--- config.mk ---
export PLATFORM = sky130hd
export DESIGN_NAME = ws2812_bit_encoder
export DESIGN_NICKNAME = d
export VERILOG_FILES = /design/src/rtl/ws2812_bit_encoder.sv
export SDC_FILE = /design/constraint.sdc
export NUM_CORES = 1
export LEC_CHECK = 0
export BUFFER_PORTS_ARGS = -buffer_cell sky130_fd_sc_hd__buf_2
export CORE_UTILIZATION = 44
export DETAILED_ROUTE_END_ITERATION = 8
export GPL_ROUTABILITY_DRIVEN = 1
export MAX_ROUTING_LAYER = met4
export PLACE_DENSITY = 0.76
export SLEW_MARGIN = 30
export SYNTH_ARGS = -nofsm -noshare
export SYNTH_HDL_FRONTEND = slang
export SYNTH_SLANG_ARGS = --single-unit
--- constraint.sdc ---
create_clock -name clk_in -period 2.56 [get_ports clk_in]
set_input_delay 0.256 -clock clk_in [delete_from_list [all_inputs] [get_ports clk_in]]
set_output_delay 0.256 -clock clk_in [all_outputs]
set_load 0.05 [all_outputs]
--- src/rtl/ws2812_bit_encoder.sv ---
// ws2812_bit_encoder: serialises 24-bit GRB words onto one WS2812 line, with a one-word holding register and a latch gap at frame end
module ws2812_bit_encoder #(
    parameter int T0H_CYC = 16,
    parameter int T1H_CYC = 32,
    parameter int BIT_CYC = 50,
    parameter int RST_CYC = 2400,
    parameter int CNT_W   = 12
) (
    input  logic        clk_in,
    input  logic        rst_in,
    input  logic        pix_valid_in,
    input  logic [23:0] pix_data_in,
    input  logic        pix_last_in,
    output logic        pix_ready_out,
    output logic        busy_out,
    output logic        underrun_out,
    output logic        frame_done_out,
    output logic        ws2812_data_out
);
    localparam logic [CNT_W-1:0] L_BIT_LAST = CNT_W'(BIT_CYC - 1);
    localparam logic [CNT_W-1:0] L_RST_LAST = CNT_W'(RST_CYC - 1);
    localparam logic [CNT_W-1:0] L_T0H      = CNT_W'(T0H_CYC);
    localparam logic [CNT_W-1:0] L_T1H      = CNT_W'(T1H_CYC);

    typedef enum logic [1:0] {S_IDLE, S_SHIFT, S_WAIT, S_LATCH} state_t;

    state_t           r_state, w_state_nxt;
    logic [23:0]      r_hold_data, r_shift;
    logic             r_hold_last, r_hold_full, r_cur_last;
    logic [4:0]       r_bit_idx;
    logic [CNT_W-1:0] r_cnt;
    logic             r_data, r_underrun, r_frame_done;
    logic             w_accept, w_load, w_bit_end, w_pix_end, w_latch_end, w_high;

    assign w_accept    = pix_valid_in & ~r_hold_full;
    assign w_bit_end   = r_cnt == L_BIT_LAST;
    assign w_pix_end   = (r_state == S_SHIFT) && w_bit_end && (r_bit_idx == 5'd0);
    assign w_latch_end = (r_state == S_LATCH) && (r_cnt == L_RST_LAST);
    assign w_high      = r_cnt < (r_shift[23] ? L_T1H : L_T0H);

    assign pix_ready_out   = ~r_hold_full;
    assign busy_out        = r_state != S_IDLE;
    assign underrun_out    = r_underrun;
    assign frame_done_out  = r_frame_done;
    assign ws2812_data_out = r_data;

    always_comb begin
        w_state_nxt = r_state;
        w_load      = 1'b0;
        case (r_state)
            S_IDLE, S_WAIT: begin
                w_load      = r_hold_full;
                w_state_nxt = r_hold_full ? S_SHIFT : r_state;
            end
            S_SHIFT: begin
                w_load      = w_pix_end & ~r_cur_last & r_hold_full;
                w_state_nxt = !w_pix_end ? S_SHIFT : r_cur_last ? S_LATCH : r_hold_full ? S_SHIFT : S_WAIT;
            end
            S_LATCH: begin
                w_load      = w_latch_end & r_hold_full;
                w_state_nxt = !w_latch_end ? S_LATCH : r_hold_full ? S_SHIFT : S_IDLE;
            end
            default: w_state_nxt = S_IDLE;
        endcase
    end

    // The line register samples the current bit position, so it trails the load by one edge.
    always_ff @(posedge clk_in or posedge rst_in) begin
        if (rst_in) begin
            r_state      <= S_IDLE;
            r_hold_data  <= '0;
            r_hold_last  <= 1'b0;
            r_hold_full  <= 1'b0;
            r_shift      <= '0;
            r_cur_last   <= 1'b0;
            r_bit_idx    <= '0;
            r_cnt        <= '0;
            r_data       <= 1'b0;
            r_underrun   <= 1'b0;
            r_frame_done <= 1'b0;
        end else begin
            r_state      <= w_state_nxt;
            r_underrun   <= w_pix_end & ~r_cur_last & ~r_hold_full;
            r_frame_done <= w_latch_end;
            r_data       <= (r_state == S_SHIFT) && w_high;
            if (w_accept) begin
                r_hold_data <= pix_data_in;
                r_hold_last <= pix_last_in;
                r_hold_full <= 1'b1;
            end else if (w_load) begin
                r_hold_full <= 1'b0;
            end
            if (w_load) begin
                r_shift    <= r_hold_data;
                r_cur_last <= r_hold_last;
                r_bit_idx  <= 5'd23;
                r_cnt      <= '0;
            end else if (r_state == S_SHIFT) begin
                if (w_bit_end) begin
                    r_cnt     <= '0;
                    r_shift   <= {r_shift[22:0], 1'b0};
                    r_bit_idx <= r_bit_idx - 5'd1;
                end else begin
                    r_cnt <= r_cnt + 1'b1;
                end
            end else if (r_state == S_LATCH) begin
                r_cnt <= w_latch_end ? '0 : r_cnt + 1'b1;
            end else begin
                r_cnt <= '0;
            end
        end
    end
endmodule
==> results.json <==
{
  "io_pins": 33,
  "insertion_delay_ps": 360,
  "drc": 0,
  "synth_area_per_cell_um2": 12.9,
  "core_area_um2": 7290,
  "start_kind": "flop",
  "status": "finished clean",
  "arrival_ps": 2690,
  "holdWs_ps": 120,
  "final-seq-area_um2": 1830,
  "period_share_pct": 95.5,
  "grt_pass1_wl_mm": 9.54,
  "drv_slew": 0,
  "dr.pass1.iters": 5,
  "grt_pass1_vias": 2080,
  "ys_types": 33,
  "p_total_w": 0.00334,
  "crit_chain": "or3_4, or4_4, nor2_4, buf_12, mux2_2, mux2_2",
  "place.gp.congestion": 0.809,
  "area_growth_pct": 16.5,
  "tightest_slew_ps": 650,
  "ant_nets": 0,
  "port_buffers": 32,
  "synth_top_area_share_pct": 55.0,
  "setup_viol": 0,
  "path_delay_family": "simple AND/OR/NAND/NOR gates",
  "p_leak_nw": 1.76,
  "layout.nets": 333,
  "hold_depth": 2,
  "wire_per_inst_um": 13.5,
  "slowest_delay_ps": 590,
  "power_density_nw_per_um2": 863,
  "crit_fanout": 20,
  "dp.final_hpwl_mm": 3.79,
  "ys_ff_latch": 73,
  "netlist_area_um2": 3320,
  "cp_num_buf_inv": 1,
  "dieHeight_um": 88.9,
  "track_usage_pct": 17.1,
  "die_w_um": 88.9,
  "cts_made_buffers": 9,
  "dieArea_um2": 7900,
  "synth_edf_count": 0,
  "async_reset_ff_share_pct": 100,
  "synth_area_leaders": "dfrtp_1 (55%), mux2_2 (24%), xnor2_1 (2.6%), nor2_1 (2.6%), ha_1 (1.9%)",
  "synthesis.nets": 291,
  "hp-class": "input port to flop",
  "post_cts_buffers": 0,
  "final-hold-violation-count": 0,
  "yosys_warnings": 0,
  "path_class": "flop to flop",
  "min_period_ps": 2440,
  "crit_top_cell": "mux2_2",
  "rsz0062_at_grt": "false",
  "vias": 2017,
  "finalWorstSetupSlack_ps": 116,
  "synthCells": 258,
  "ys.flop_type": "dfrtp_1",
  "clkSlewWorstSetupHoldPaths_ps": 80,
  "place_inst": 387,
  "grt.overflow.total": 0,
  "worstRegToRegCells": 6,
  "routed_wl_mm": 5.44,
  "ys_seq_area_share_pct": 55.0,
  "core.rowCount": 31,
  "start_util_pct": 45.5,
  "maxCapViolCount": 0,
  "yosys.area.top_type": "dfrtp_1",
  "diodes": 0,
  "grt_max_degree": 44,
  "cp.depth": 6,
  "antenna_found_initial": 0,
  "vias_per_cell": 4.99,
  "layout-drive-gt1-share_pct": 45.2,
  "slowest_stage": "or4_4",
  "crit_path_end_kind": "flop",
  "pre_cts_slack_ps": 79.2,
  "clock_skew_ps": 11.3,
  "clock-sinks": 73,
  "htree_levels": 3,
  "nFillCells": 653,
  "peakVddDrop_mv": 0.412,
  "clk_path_buf_depth": 2,
  "cts_tree": "yes",
  "cts_root_buffer": "clkbuf_8",
  "fmaxAchievable_mhz": 409,
  "fin_cells": 404,
  "crit_required_ps": 2800,
  "multiInputGateArea_um2": 1390,
  "setup_tns_ps": 0,
  "slew_headroom_pct": 56.6,
  "drtIter0Drc": 87
}
[state kept, by name (all words and copies together) (netlist names), 2 cells and up]
signal	flops
r_state	2
r_bit_idx	5
r_shift	24
r_hold_data	24
r_cnt	12
[per-layer routing]
metal,part of all wire [%],routed length (um),GRT usage [%]
met1,44,2390,19.3
met2,50,2720,27.2
met3,4.0,215,7.09
met4,2.0,109,6.16
met5,0,0,-
[metrics by stage]
step / util, % / instance area (um2)
after floorplan: - / 3320
after global placement: 50.1 / 3650
after detailed placement: 50.1 / 3650
after CTS: 53.0 / 3860
after global routing: 53.0 / 3870
final: 53.0 / 3870
[worst paths after layout]
path / startpoint / slack, ps / endpoint
max in group asynchronous: rst_in / 1400 / r_shift[18]
hold / removal: pix_data_in[14] / 120 / r_hold_data[14]
hold reg to reg: r_hold_data[3] / 510 / r_shift[3]
min in group asynchronous: rst_in / 530 / r_hold_data[2]
setup / recovery: r_cnt[9] / 120 / r_shift[9]
setup reg to reg: r_cnt[9] / 120 / r_shift[9]
[layout by cell type (no fill, tap or decap), types with 2 or more instances in the layout]
| cell | Yosys | routed |
|---|---|---|
| nand2_1 | 8 | 8 |
| nor2_1 | 23 | 23 |
| inv_6 | 0 | 2 |
| buf_4 | 2 | 8 |
| inv_1 | 9 | 8 |
| dfrtp_1 | 73 | 73 |
| o211ai_1 | 3 | 3 |
| nand4_1 | 4 | 4 |
| mux2_2 | 71 | 71 |
| o21ai_0 | 3 | 3 |
| nor3_1 | 6 | 6 |
| clkbuf_8 | 0 | 9 |
| buf_2 | 3 | 32 |
| ha_1 | 5 | 5 |
| or3_1 | 3 | 3 |
| nand3_1 | 4 | 4 |
| xor2_1 | 4 | 4 |
| nand2b_1 | 5 | 5 |
| xnor2_1 | 10 | 10 |
| buf_12 | 0 | 3 |
| clkinvlp_4 | 0 | 2 |
[repair_timing]
| item | 4_1_cts | 5_1_grt |
|---|---|---|
| resized for setup | 0 | 1 |
| hold buffers | 1 | 0 |
| setup endpoints to repair | 0 | 9 |
| hold endpoints to repair | 12 | 0 |
[synth_stat cells, types with 4 or more instances]
cell type and instances:
nand4_1 4, mux2_2 71, nand2_1 8, xnor2_1 10, nand2b_1 5, inv_1 9
nor2_1 23, clkbuf_1 6, xor2_1 4, ha_1 5, dfrtp_1 73, nor3_1 6
nand3_1 4
[area by class of cell]
| cell class | instances | area share (%) |
|---|---|---|
| Clock buffer | 9 | 3.20 |
| Timing Repair Buffer | 44 | 7.51 |
| Inverter | 9 | 0.874 |
| Sequential cell | 73 | 47.2 |
| Multi-Input combinational cell | 163 | 36.0 |
| Tap cell | 99 | 3.20 |
| Clock inverter | 7 | 1.97 |
[power by group]
part           leakage [nW]  internal (W)  total (W)  switching, W
clock network        0.0962      0.000456   0.000902      0.000446
registers             0.907       0.00147    0.00168      0.000210
logic                 0.760      0.000450   0.000755      0.000305
[cells by family after synthesis]
logic type / count (synthesis) / share of synthesized area [%]
AOI/OAI and AO/OA: 9 / 2.00
xor gates and xnor gates: 14 / 3.69
adders and majority gates: 5 / 1.88
buffers and inverters: 22 / 3.28
DFF: 73 / 55.0
muxes: 72 / 24.5
and+or+nand+nor: 63 / 9.61
No activity file was read; power rests on OpenSTA's default activity.
